`src/rtl/cpu_control_seq_pkg.sv`:
```
// Shared types and constants for the Simple RISC Machine control sequencer:
// state encoding, datapath strobe codes, instruction decode and per-state outputs.
package cpu_ctrl_pkg;

  typedef enum logic [4:0] {
    S_RST   = 5'd0,
    S_WAIT  = 5'd1,
    S_IF1   = 5'd2,
    S_IF2   = 5'd3,
    S_UPC   = 5'd4,
    S_DEC   = 5'd5,
    S_MOVI  = 5'd6,
    S_GETB  = 5'd7,
    S_GETA  = 5'd8,
    S_ALU   = 5'd9,
    S_ALUZ  = 5'd10,
    S_CMP   = 5'd11,
    S_WB    = 5'd12,
    S_ADDR  = 5'd13,
    S_LADDR = 5'd14,
    S_MRD   = 5'd15,
    S_LDWB  = 5'd16,
    S_STB   = 5'd17,
    S_STC   = 5'd18,
    S_MWR   = 5'd19,
    S_DONE  = 5'd20,
    S_HALT  = 5'd21
  } state_t;

  localparam logic [1:0] VSEL_C     = 2'b00;
  localparam logic [1:0] VSEL_PC    = 2'b01;
  localparam logic [1:0] VSEL_IMM   = 2'b10;
  localparam logic [1:0] VSEL_MDATA = 2'b11;

  localparam logic [2:0] NSEL_NONE = 3'b000;
  localparam logic [2:0] NSEL_RN   = 3'b100;
  localparam logic [2:0] NSEL_RD   = 3'b010;
  localparam logic [2:0] NSEL_RM   = 3'b001;

  localparam logic [1:0] MEM_NONE = 2'b00;
  localparam logic [1:0] MEM_RD   = 2'b01;
  localparam logic [1:0] MEM_WR   = 2'b10;

  localparam logic [2:0] OPC_MOV  = 3'b110;
  localparam logic [2:0] OPC_ALU  = 3'b101;
  localparam logic [2:0] OPC_LDR  = 3'b011;
  localparam logic [2:0] OPC_STR  = 3'b100;
  localparam logic [2:0] OPC_HALT = 3'b111;

  localparam logic [1:0] OP_MOVI = 2'b10;
  localparam logic [1:0] OP_MOVR = 2'b00;
  localparam logic [1:0] OP_ADD  = 2'b00;
  localparam logic [1:0] OP_CMP  = 2'b01;
  localparam logic [1:0] OP_AND  = 2'b10;
  localparam logic [1:0] OP_MVN  = 2'b11;
  localparam logic [1:0] OP_MEM  = 2'b00;

  typedef struct packed {
    logic       w;
    logic       halted;
    logic [1:0] mem_cmd;
    logic       addr_sel;
    logic       load_addr;
    logic       load_ir;
    logic       load_pc;
    logic       reset_pc;
    logic [1:0] vsel;
    logic       write;
    logic       loada;
    logic       loadb;
    logic       loadc;
    logic       loads;
    logic       asel;
    logic       bsel;
    logic [2:0] nsel;
  } ctrl_out_t;

  // Successor of S_DEC; anything undefined (including X) lands on S_DONE.
  function automatic state_t dec_next(input logic [2:0] opc, input logic [1:0] opv);
    state_t nx;
    nx = S_DONE;
    case (opc)
      OPC_MOV: begin
        case (opv)
          OP_MOVI: nx = S_MOVI;
          OP_MOVR: nx = S_GETB;
          default: nx = S_DONE;
        endcase
      end
      OPC_ALU: begin
        case (opv)
          OP_ADD, OP_CMP, OP_AND, OP_MVN: nx = S_GETB;
          default: nx = S_DONE;
        endcase
      end
      OPC_LDR, OPC_STR: begin
        case (opv)
          OP_MEM:  nx = S_GETA;
          default: nx = S_DONE;
        endcase
      end
      OPC_HALT: nx = S_HALT;
      default:  nx = S_DONE;
    endcase
    return nx;
  endfunction

  function automatic logic is_illegal(input logic [2:0] opc, input logic [1:0] opv);
    return (dec_next(opc, opv) == S_DONE);
  endfunction

  // Moore output decode; every field not set for a state stays zero.
  function automatic ctrl_out_t state_outputs(input state_t st);
    ctrl_out_t o;
    o = '0;
    case (st)
      S_RST:   begin o.reset_pc = 1'b1; o.load_pc = 1'b1; end
      S_WAIT:  o.w = 1'b1;
      S_IF1:   begin o.addr_sel = 1'b1; o.mem_cmd = MEM_RD; end
      S_IF2:   begin o.addr_sel = 1'b1; o.mem_cmd = MEM_RD; o.load_ir = 1'b1; end
      S_UPC:   o.load_pc = 1'b1;
      S_MOVI:  begin o.vsel = VSEL_IMM; o.write = 1'b1; o.nsel = NSEL_RN; end
      S_GETB:  begin o.loadb = 1'b1; o.nsel = NSEL_RM; end
      S_GETA:  begin o.loada = 1'b1; o.nsel = NSEL_RN; end
      S_ALU:   o.loadc = 1'b1;
      S_ALUZ:  begin o.asel = 1'b1; o.loadc = 1'b1; end
      S_CMP:   o.loads = 1'b1;
      S_WB:    begin o.vsel = VSEL_C; o.write = 1'b1; o.nsel = NSEL_RD; end
      S_ADDR:  begin o.bsel = 1'b1; o.loadc = 1'b1; end
      S_LADDR: o.load_addr = 1'b1;
      S_MRD:   begin o.addr_sel = 1'b0; o.mem_cmd = MEM_RD; end
      S_LDWB:  begin
        o.mem_cmd = MEM_RD;
        o.vsel    = VSEL_MDATA;
        o.write   = 1'b1;
        o.nsel    = NSEL_RD;
      end
      S_STB:   begin o.loadb = 1'b1; o.nsel = NSEL_RD; end
      S_STC:   begin o.asel = 1'b1; o.loadc = 1'b1; end
      S_MWR:   o.mem_cmd = MEM_WR;
      S_HALT:  begin o.w = 1'b1; o.halted = 1'b1; end
      default: o = '0;
    endcase
    return o;
  endfunction

endpackage

```
`src/rtl/cpu_control_seq_if.sv`:
```
// Controller <-> datapath/memory strobe bundle. The controller is the master;
// the datapath side (and any bench) connects through the slave modport.
interface cpu_control_seq_if;
  logic       s;
  logic [2:0] opcode;
  logic [1:0] op;
  logic [1:0] vsel;
  logic       write;
  logic       loada;
  logic       loadb;
  logic       loadc;
  logic       loads;
  logic       asel;
  logic       bsel;
  logic [2:0] nsel;
  logic       load_ir;
  logic       load_pc;
  logic       reset_pc;
  logic       addr_sel;
  logic       load_addr;
  logic [1:0] mem_cmd;
  logic       w;
  logic       illegal;
  logic       halted;

  modport master (
    input  s, opcode, op,
    output vsel, write, loada, loadb, loadc, loads, asel, bsel, nsel,
    output load_ir, load_pc, reset_pc, addr_sel, load_addr, mem_cmd,
    output w, illegal, halted
  );

  modport slave (
    output s, opcode, op,
    input  vsel, write, loada, loadb, loadc, loads, asel, bsel, nsel,
    input  load_ir, load_pc, reset_pc, addr_sel, load_addr, mem_cmd,
    input  w, illegal, halted
  );
endinterface

```
`src/rtl/cpu_control_seq_lat_cnt.sv`:
```
// Memory-wait down-counter: load a start value, count down to zero and hold,
// with a registered zero flag so the sequencer sees a clean exit condition.
module ctrl_lat_cnt #(
  parameter int CNT_W = 3
) (
  input  logic             clk,
  input  logic             rst_n,
  input  logic             load,
  input  logic             dec,
  input  logic [CNT_W-1:0] load_val,
  output logic             zero
);

  logic [CNT_W-1:0] cnt_r;
  logic [CNT_W-1:0] cnt_nx_s;
  logic             zero_r;

  // Next count: load wins over decrement; saturate at zero.
  always_comb begin
    cnt_nx_s = cnt_r;
    if (load) begin
      cnt_nx_s = load_val;
    end else if (dec && (cnt_r != {CNT_W{1'b0}})) begin
      cnt_nx_s = cnt_r - CNT_W'(1);
    end else begin
      cnt_nx_s = cnt_r;
    end
  end

  // Count and zero flag registers.
  always_ff @(posedge clk or negedge rst_n) begin
    if (!rst_n) begin
      cnt_r  <= {CNT_W{1'b0}};
      zero_r <= 1'b1;
    end else begin
      cnt_r  <= cnt_nx_s;
      zero_r <= (cnt_nx_s == {CNT_W{1'b0}});
    end
  end

  assign zero = zero_r;

endmodule

```
`src/rtl/cpu_control_seq.sv`:
```
// Simple RISC Machine control sequencer: fetch, decode and execute of MOV, ALU,
// LDR/STR and HALT. Outputs are flops loaded with the decode of the next state.
module cpu_control_seq #(
  parameter int MEM_LAT    = 1,
  parameter int AUTO_FETCH = 1,
  parameter int CNT_W      = 3
) (
  input  logic              clk,
  input  logic              reset,
  cpu_control_seq_if.master bus
);
  import cpu_ctrl_pkg::*;

  localparam logic [CNT_W-1:0] LAT_INIT   = CNT_W'(MEM_LAT - 1);
  localparam state_t           RESTART_ST = (AUTO_FETCH != 0) ? S_IF1 : S_WAIT;

  state_t    state_r;
  state_t    state_nx_s;
  ctrl_out_t out_r;
  logic      illegal_r;
  logic      lat_load_s;
  logic      lat_dec_s;
  logic      lat_zero_s;

  ctrl_lat_cnt #(.CNT_W(CNT_W)) u_lat_cnt (
    .clk      (clk),
    .rst_n    (reset),
    .load     (lat_load_s),
    .dec      (lat_dec_s),
    .load_val (LAT_INIT),
    .zero     (lat_zero_s)
  );

  // Counter is armed on the edge that enters a wait state, then runs down inside it.
  always_comb begin
    lat_load_s = ((state_nx_s == S_IF1) && (state_r != S_IF1)) ||
                 ((state_nx_s == S_MRD) && (state_r != S_MRD));
    lat_dec_s  = (state_r == S_IF1) || (state_r == S_MRD);
  end

  // Next-state logic; corrupted encodings recover through S_RST.
  always_comb begin
    state_nx_s = state_r;
    case (state_r)
      S_RST:   state_nx_s = RESTART_ST;
      S_WAIT:  begin
        if (bus.s) state_nx_s = S_IF1;
        else       state_nx_s = S_WAIT;
      end
      S_IF1:   begin
        if (lat_zero_s) state_nx_s = S_IF2;
        else            state_nx_s = S_IF1;
      end
      S_IF2:   state_nx_s = S_UPC;
      S_UPC:   state_nx_s = S_DEC;
      S_DEC:   state_nx_s = dec_next(bus.opcode, bus.op);
      S_MOVI:  state_nx_s = S_DONE;
      S_GETB:  begin
        if ((bus.opcode == OPC_MOV) || ((bus.opcode == OPC_ALU) && (bus.op == OP_MVN)))
          state_nx_s = S_ALUZ;
        else
          state_nx_s = S_GETA;
      end
      S_GETA:  begin
        if (bus.opcode == OPC_ALU) begin
          case (bus.op)
            OP_ADD, OP_AND: state_nx_s = S_ALU;
            OP_CMP:         state_nx_s = S_CMP;
            default:        state_nx_s = S_DONE;
          endcase
        end else if ((bus.opcode == OPC_LDR) || (bus.opcode == OPC_STR)) begin
          state_nx_s = S_ADDR;
        end else begin
          state_nx_s = S_DONE;
        end
      end
      S_ALU:   state_nx_s = S_WB;
      S_ALUZ:  state_nx_s = S_WB;
      S_CMP:   state_nx_s = S_DONE;
      S_WB:    state_nx_s = S_DONE;
      S_ADDR:  state_nx_s = S_LADDR;
      S_LADDR: begin
        if (bus.opcode == OPC_LDR) state_nx_s = S_MRD;
        else                       state_nx_s = S_STB;
      end
      S_MRD:   begin
        if (lat_zero_s) state_nx_s = S_LDWB;
        else            state_nx_s = S_MRD;
      end
      S_LDWB:  state_nx_s = S_DONE;
      S_STB:   state_nx_s = S_STC;
      S_STC:   state_nx_s = S_MWR;
      S_MWR:   state_nx_s = S_DONE;
      S_DONE:  state_nx_s = RESTART_ST;
      S_HALT:  state_nx_s = S_HALT;
      default: state_nx_s = S_RST;
    endcase
  end

  // State and output registers; the IR is stable from S_UPC on, so the illegal
  // flag is resolved one edge early and lines up with the S_DEC cycle.
  always_ff @(posedge clk or negedge reset) begin
    if (!reset) begin
      state_r   <= S_RST;
      out_r     <= state_outputs(S_RST);
      illegal_r <= 1'b0;
    end else begin
      state_r   <= state_nx_s;
      out_r     <= state_outputs(state_nx_s);
      illegal_r <= (state_nx_s == S_DEC) && is_illegal(bus.opcode, bus.op);
    end
  end

  assign bus.vsel      = out_r.vsel;
  assign bus.write     = out_r.write;
  assign bus.loada     = out_r.loada;
  assign bus.loadb     = out_r.loadb;
  assign bus.loadc     = out_r.loadc;
  assign bus.loads     = out_r.loads;
  assign bus.asel      = out_r.asel;
  assign bus.bsel      = out_r.bsel;
  assign bus.nsel      = out_r.nsel;
  assign bus.load_ir   = out_r.load_ir;
  assign bus.load_pc   = out_r.load_pc;
  assign bus.reset_pc  = out_r.reset_pc;
  assign bus.addr_sel  = out_r.addr_sel;
  assign bus.load_addr = out_r.load_addr;
  assign bus.mem_cmd   = out_r.mem_cmd;
  assign bus.w         = out_r.w;
  assign bus.halted    = out_r.halted;
  assign bus.illegal   = illegal_r;

endmodule

```
`src/flat_wrapper.sv`:
```
// flat-port wrapper written by rule: the top's interface ports become plain ports
module cpu_control_seq_flat import cpu_ctrl_pkg::*;
#(
  parameter int MEM_LAT    = 1,
  parameter int AUTO_FETCH = 1,
  parameter int CNT_W      = 3
)
  (clk, reset, bus_s, bus_opcode, bus_op, bus_vsel, bus_write, bus_loada, bus_loadb, bus_loadc, bus_loads, bus_asel, bus_bsel, bus_nsel, bus_load_ir, bus_load_pc, bus_reset_pc, bus_addr_sel, bus_load_addr, bus_mem_cmd, bus_w, bus_illegal, bus_halted);
  cpu_control_seq_if bus_i ();
  input  logic clk;
  input  logic reset;
  input wire logic [$bits(bus_i.s)-1:0] bus_s;
  input wire logic [$bits(bus_i.opcode)-1:0] bus_opcode;
  input wire logic [$bits(bus_i.op)-1:0] bus_op;
  output wire logic [$bits(bus_i.vsel)-1:0] bus_vsel;
  output wire logic [$bits(bus_i.write)-1:0] bus_write;
  output wire logic [$bits(bus_i.loada)-1:0] bus_loada;
  output wire logic [$bits(bus_i.loadb)-1:0] bus_loadb;
  output wire logic [$bits(bus_i.loadc)-1:0] bus_loadc;
  output wire logic [$bits(bus_i.loads)-1:0] bus_loads;
  output wire logic [$bits(bus_i.asel)-1:0] bus_asel;
  output wire logic [$bits(bus_i.bsel)-1:0] bus_bsel;
  output wire logic [$bits(bus_i.nsel)-1:0] bus_nsel;
  output wire logic [$bits(bus_i.load_ir)-1:0] bus_load_ir;
  output wire logic [$bits(bus_i.load_pc)-1:0] bus_load_pc;
  output wire logic [$bits(bus_i.reset_pc)-1:0] bus_reset_pc;
  output wire logic [$bits(bus_i.addr_sel)-1:0] bus_addr_sel;
  output wire logic [$bits(bus_i.load_addr)-1:0] bus_load_addr;
  output wire logic [$bits(bus_i.mem_cmd)-1:0] bus_mem_cmd;
  output wire logic [$bits(bus_i.w)-1:0] bus_w;
  output wire logic [$bits(bus_i.illegal)-1:0] bus_illegal;
  output wire logic [$bits(bus_i.halted)-1:0] bus_halted;
  assign bus_i.s = bus_s;
  assign bus_i.opcode = bus_opcode;
  assign bus_i.op = bus_op;
  assign bus_vsel = bus_i.vsel;
  assign bus_write = bus_i.write;
  assign bus_loada = bus_i.loada;
  assign bus_loadb = bus_i.loadb;
  assign bus_loadc = bus_i.loadc;
  assign bus_loads = bus_i.loads;
  assign bus_asel = bus_i.asel;
  assign bus_bsel = bus_i.bsel;
  assign bus_nsel = bus_i.nsel;
  assign bus_load_ir = bus_i.load_ir;
  assign bus_load_pc = bus_i.load_pc;
  assign bus_reset_pc = bus_i.reset_pc;
  assign bus_addr_sel = bus_i.addr_sel;
  assign bus_load_addr = bus_i.load_addr;
  assign bus_mem_cmd = bus_i.mem_cmd;
  assign bus_w = bus_i.w;
  assign bus_illegal = bus_i.illegal;
  assign bus_halted = bus_i.halted;
  cpu_control_seq #(.MEM_LAT(MEM_LAT), .AUTO_FETCH(AUTO_FETCH), .CNT_W(CNT_W)) u_core (.clk(clk), .reset(reset), .bus(bus_i));
endmodule
```
`config.mk`:
```
export PLATFORM = sky130hd
export DESIGN_NAME = cpu_control_seq_flat
export DESIGN_NICKNAME = d
export VERILOG_FILES = /design/src/rtl/cpu_control_seq_pkg.sv /design/src/rtl/cpu_control_seq_if.sv /design/src/rtl/cpu_control_seq_lat_cnt.sv /design/src/rtl/cpu_control_seq.sv /design/src/flat_wrapper.sv
export SDC_FILE = /design/constraint.sdc
export NUM_CORES = 1
export LEC_CHECK = 0
export CAP_MARGIN = 20
export CORE_AREA = 2 2 75 77
export CTS_BUF_LIST = sky130_fd_sc_hd__clkbuf_4 sky130_fd_sc_hd__clkbuf_8
export DETAILED_ROUTE_END_ITERATION = 8
export DIE_AREA = 0 0 77 79
export GPL_TIMING_DRIVEN = 0
export PLACE_DENSITY = 0.59
export SYNTH_ARGS = -nofsm -noshare
export SYNTH_HDL_FRONTEND = slang
export SYNTH_SLANG_ARGS = --single-unit
```
`constraint.sdc`:
```
create_clock -name clk -period 4.9 [get_ports clk]
set_input_delay 0.98 -clock clk [delete_from_list [all_inputs] [get_ports clk]]
set_output_delay 0.98 -clock clk [all_outputs]
set_load 0.01 [all_outputs]
```
== Word-level counts from Yosys, hierarchy flattened ==
Index checks and enable logic that the tools add are counted.

* Add/sub/neg operators: 1
* Multipliers: 0
* Div/mod/pow operators: 0
* $lt $le $gt $ge: 0
* Eq/ne operators: 52
* Shifts and indexed selects: 0
* Muxes and demuxes: 31
* Bitwise logic cells: 0
* Reduce and logical (&&, ||, !) cells: 29

{| class="wikitable"
|+ Operator list
! operator !! number
|-
| 5-bit by 4-bit == test with 1-bit output (second input constant) || 16
|-
| 5-bit one-hot mux with 16 select lines || 1
|-
| 5-bit == test (second input constant) || 12
|-
| 5-bit by 3-bit == test with 1-bit output (second input constant) || 8
|-
| 5-bit two-way mux || 6
|-
| 5-bit by 2-bit == test with 1-bit output (second input constant) || 4
|-
| 5-bit one-hot mux with 2 select lines || 2
|-
| 5-bit one-hot mux with 4 select lines || 1
|-
| 2-bit OR reduction || 10
|-
| 3-bit one-hot mux with 3 select lines || 2
|-
| 1-bit two-way mux || 14
|-
| 3-bit == test (second input constant) || 4
|-
| 4-bit OR reduction || 3
|-
| 5-bit by 1-bit == test with 1-bit output (second input constant) || 2
|-
| 5-bit logical NOT || 2
|-
| 3-bit two-way mux || 2
|-
| 1-bit logical AND || 5
|-
| 5-bit by 2-bit inequality test with 1-bit output (second input constant) || 1
|-
| 5-bit by 4-bit inequality test with 1-bit output (second input constant) || 1
|-
| 5-bit OR reduction || 1
|-
| 2-bit == test (second input constant) || 2
|-
| 1-bit logical OR || 4
|-
| 2-bit two-way mux || 2
|-
| 2-bit one-hot mux with 2 select lines || 1
|-
| other kinds (7) || 7
|}

* Register bits: 31
* Latch bits: 0
* Memory bits (writable): 0
* ROM bits: 0
* Input port bits: 8
* Output and inout port bits: 22
* Memories kept: 0

== Logic depth before layout (Yosys ltp) ==
* Depth in word-level cells: 10
* Depth in mapped cells: 9

== Hierarchy ==
A second synthesis with hierarchy kept.

* Cell total of the unflattened synthesis: 205
* Area total of the unflattened synthesis: 1898.1 sq um

{| class="wikitable"
|+ Modules (own cells, without submodules)
! module !! times used !! cells each !! area each (sq um) !! seq. area each (sq um)
|-
| cpu_control_seq || 1 || 181 || 1659.1 || 678.2
|-
| ctrl_lat_cnt || 1 || 24 || 239.0 || 101.3
|}

== Worst setup path before layout ==
Ideal clock, no wire load.

* Kind: input-to-reg
* Start: in bus_opcode[2]
* End: reg u_core.illegal_r (netlist: u_core.bus.illegal)
* Library setup time: 0.096 ns
* Arrival: 2.552 ns
* Required time: 4.804 ns
* Setup slack: 2.253 ns
* Stages: 8
* Buffers on the path: 2
* Cells stage by stage: and3b_1 > buf_4 > nand2_1 > and3_1 > or4_4 > buf_6 > or2_1 > nor4_2

* Word-level cells in the longest chain between the ends: 7

{| class="wikitable"
|+ Ends and longest elaborated chain
! what !! RTL line !! text
|-
| from (decl) || flat_wrapper.sv:13 || <nowiki>input wire logic [$bits(bus_i.opcode)-1:0] bus_opcode;</nowiki>
|-
| parallel branches: the longest is 4 deep, another holds 5-bit one-hot mux with 4 select lines || - ||
|-
| 5-bit one-hot mux with 16 select lines * || cpu_control_seq.sv:44 || <nowiki>case (state_r)</nowiki>
|-
| via u_core.state_nx_s[4] || cpu_control_seq.sv:18 || <nowiki>state_t state_nx_s;</nowiki>
|-
| 5-bit by 3-bit == test with 1-bit output * || cpu_control_seq.sv:110 || <nowiki>illegal_r <= (state_nx_s == S_DEC) && is_illegal(bus.opcode, bus.op);</nowiki>
|-
| 1-bit logical AND * || cpu_control_seq.sv:110 ||
|-
| to (signal assigned) || cpu_control_seq.sv:110 ||
|-
| to (decl) || cpu_control_seq.sv:20 || <nowiki>logic illegal_r;</nowiki>
|}

Mark *: on every way through the listed nets, which the timed path passes.

== Worst setup path in the final report ==
* Start: in bus_opcode[2]
* End: reg u_core.u_lat_cnt.cnt_r[0]

* Word-level cells in the longest chain between the ends: 9

{| class="wikitable"
|+ Ends and longest elaborated chain
! what !! RTL line !! text
|-
| parallel branches: the longest is 4 deep, another holds 5-bit one-hot mux with 4 select lines || - ||
|-
| 5-bit one-hot mux with 16 select lines * || cpu_control_seq.sv:44 ||
|-
| 5-bit by 2-bit == test with 1-bit output / 5-bit by 4-bit == test with 1-bit output (equally long branches) || cpu_control_seq.sv:36, cpu_control_seq.sv:37 ||
|-
| 1-bit logical AND (on tied branches) || cpu_control_seq.sv:36, cpu_control_seq.sv:37 ||
|-
| 1-bit logical OR * || cpu_control_seq.sv:36 || <nowiki>lat_load_s = ((state_nx_s == S_IF1) && (state_r != S_IF1)) ||</nowiki>
|-
| 3-bit two-way mux * || cpu_control_seq_lat_cnt.sv:21 || <nowiki>if (load) begin</nowiki>
|-
| via u_core.u_lat_cnt.cnt_nx_s[0] || cpu_control_seq_lat_cnt.sv:15 || <nowiki>logic [CNT_W-1:0] cnt_nx_s;</nowiki>
|-
| to (signal assigned) || cpu_control_seq_lat_cnt.sv:33 || <nowiki>cnt_r <= {CNT_W{1'b0}};</nowiki>
|-
| to (signal assigned) || cpu_control_seq_lat_cnt.sv:36 || <nowiki>cnt_r <= cnt_nx_s;</nowiki>
|-
| to (decl) || cpu_control_seq_lat_cnt.sv:14 || <nowiki>logic [CNT_W-1:0] cnt_r;</nowiki>
|}

Marks and branches as above.

==> flow_summary_export.csv <==
group,metric,value,unit
final_layout,drive_gt1_share,14.3,%
synth,synthFlopType,"dfrtp_1",
placement,gp_congestion,0.937,
timing,worstMarginPinSlew,0.750,ns
clocking,numCtsBuffers,5,
worst_setup_path,critPathKind,"input port to flop",
global_route,grt_use_total,15.6,%
floorplanning,initial_core_util,35.2,%
drt,finalWirelength,4.47,mm
timing,setup_viol_count_final,0,
run,max_cap_violations,0,
clocking,cts_resized,0,
synth,async_flop_share,100,%
final_layout,area_growth,28.0,%
timing,finClkSkew,0.00950,ns
drt,first_pass_iters,4,
clocking,cts_tree,"yes",
synth,ys_ff_latch,31,
timing,finalCriticalPeriod,3.45,ns
drt,vias_per_cell,5.22,
clocking,post_cts_buffers,0,
timing,rsz0062_at_grt,"no",
clocking,clock-sinks,31,
placement,place_area,2290,µm²
clocking,cts.path.max_buffers,2,
synth,syn_area,1880,µm²
synth,syn_inst,207,
timing,fin_tns_setup,0,ns
synth,synth_edf_count,0,
worst_setup_path,path_max_fanout,9,
synth,postSynthAreaPerCell,9.07,µm²
global_route,grt_pass1_wl,7.44,mm
floorplanning,die-area,6080,µm²
clocking,h-tree-depth,2,
synth,synth_cell_type_count,58,
floorplanning,pin_count,30,
synth,yosys.area.top_type,"dfrtp_1",
pwr,vdd_drop_max,0.000233,V
synth,yosysSeqAreaShare,41.5,%
synth,yosysWarnings,0,
final_layout,n_antenna_cell,0,
placement,dp_hpwl,3.35,mm
pwr,power.density,576,nW/µm²
clocking,hold_buffers,0,
final_layout,final_cell_area,2400,µm²
worst_hold_path,hold_class,"flop to flop",
worst_setup_path,arrival,3.58,ns
global_route,grt-ovfl-total,0,
clocking,clkLatencyLatePin,0.28,ns
synth,synth_area_leaders,"dfrtp_1 37%, dfstp_2 4.2%, nand2_1 3.4%",
timing,drv_slew,0,
floorplanning,core_area,5340,µm²
drt,detail-route-antenna-nets,0,
clocking,cts_root_buffer,"clkbuf_8",
synth,yosysTopAreaCellShare,37.3,%
placement,portBuffers,29,
floorplanning,die-height,79,µm
worst_setup_path,cp_data_required_time,5.03,ns
synth,yosysMostFrequentCell,"dfrtp_1",
synth,syn-num-nets,217,
timing,finalHoldViolations,0,
synth,netlist_top_cells_count,"28 x dfrtp_1, 17 x nand2_1, 12 x nor2_1",
timing,slew-limit-headroom,49.8,%
status,status,"complete, no violations",
timing,fmax,290,MHz
clocking,clkTransAtPathRegs,0.07,ns
pwr,p_leak,1.01,nW
global_route,grt_pass1_vias,1537,
final_layout,nNetsFinal,254,
drt,drt_iter0_drc,99,
drt,drc,0,
timing,fin_crit_sh,70.5,%
floorplanning,num_rows,27,
floorplanning,die_w,77,µm
drt,vias,1656,
worst_setup_path,endpoint_kind,"flop",
worst_setup_path,crit_path_start_kind,"input port",
drt,post_drt_wl_per_cell,14.1,µm
global_route,grt_max_degree,17,
global_route,antenna_found_initial,0,
## through the flow
step	setup WS, ns	total power [W]	instances	hold slack (ns)	util, %
after global placement	1.19	0.00113	308	0.582	42.3
after floorplan	2.25	0.000888	207	0.541	-
final	1.45	0.00138	317	0.591	45.0
after detailed placement	1.18	0.00112	309	0.581	42.8
after global routing	1.21	0.00148	317	0.644	45.0
after CTS	1.49	0.00139	317	0.595	45.0
## state kept, by name, indices dropped and copies added (netlist names), 2 cells and up
name,flops
u_core.bus.mem_cmd,2
u_core.state_r,5
u_core.bus.nsel,3
u_core.u_lat_cnt.cnt_r,3
u_core.bus.vsel,2
## area by class of cell
cell class / count / area (µm²)
Buffer: 13 / 76.3
Clock buffer: 6 / 82.6
Clock inverter: 2 / 35.0
Fill cell: 561 / 2930
Inverter: 12 / 45.0
Multi-Input combinational cell: 151 / 977
Sequential cell: 31 / 779
Tap cell: 72 / 90.1
Timing Repair Buffer: 30 / 318
## worst max-delay path: stages
cell and delay [ns]:
clkdlybuf4s50_1 0.56, and3b_1 0.27, buf_4 0.13, nor4b_2 0.61
nor2_1 0.13, o2111a_1 0.24, nor3_1 0.51, a211oi_1 0.16
## per-layer routing
layer,global-route usage (%),share of wire [%]
met1,20.2,48
met2,26.7,48
met3,2.73,2.9
met4,5.00,0.83
met5,0,0
## report_power, final
part	internal [W]	switching [W]	total [W]
Combinational	0.000318	0.000462	0.000781
Sequential	0.000325	0.0000256	0.000350
Clock	0.000164	0.0000897	0.000254
Total	0.000807	0.000578	0.00138
## logic make-up after synthesis
logic type | Yosys count | synth area share (%)
AND/OR/NAND/NOR | 94 | 30.0
buffers and inverters | 25 | 6.46
XOR/XNOR | 4 | 1.87
flip-flops | 31 | 41.5
multiplexers | 1 | 0.533
adder cells (fa/ha/maj) | 2 | 1.33
AO/OA/AOI/OAI | 50 | 18.3
## layout by cell type, fill, tap and decap left out, drive strengths merged, types with 5 or more instances in the layout
cell | synthesis | layout
nand3 | 7 | 7
nor2 | 12 | 12
clkdlybuf4s50 | 0 | 29
nand2 | 17 | 17
nand2b | 5 | 5
clkbuf | 1 | 7
and3 | 5 | 5
nor3 | 11 | 11
buf | 12 | 13
inv | 12 | 12
a211oi | 5 | 5
or3 | 5 | 5
o21ai | 12 | 12
nor3b | 5 | 5
dfrtp | 28 | 28
a21oi | 11 | 11
## worst paths after layout
kind | startpoint | to | slack [ns] | depth (start not counted)
max | bus_opcode[2] | u_core.u_lat_cnt.cnt_r[0]$_DFF_PN0_ | 1.45 | 8
min | u_core.u_lat_cnt.cnt_r[0]$_DFF_PN0_ | u_core.u_lat_cnt.cnt_r[0]$_DFF_PN0_ | 0.59 | 2
max reg2reg | u_core.state_r[1]$_DFF_PN0_ | u_core.u_lat_cnt.cnt_r[0]$_DFF_PN0_ | 2.31 | 9
min reg2reg | u_core.u_lat_cnt.cnt_r[0]$_DFF_PN0_ | u_core.u_lat_cnt.cnt_r[0]$_DFF_PN0_ | 0.59 | 2
max in group asynchronous | reset | u_core.bus.reset_pc$_DFF_PN1_ | 3.15 | 2
min in group asynchronous | reset | u_core.bus.asel$_DFF_PN0_ | 1.15 | 1
(Power assumes the default switching activity.)
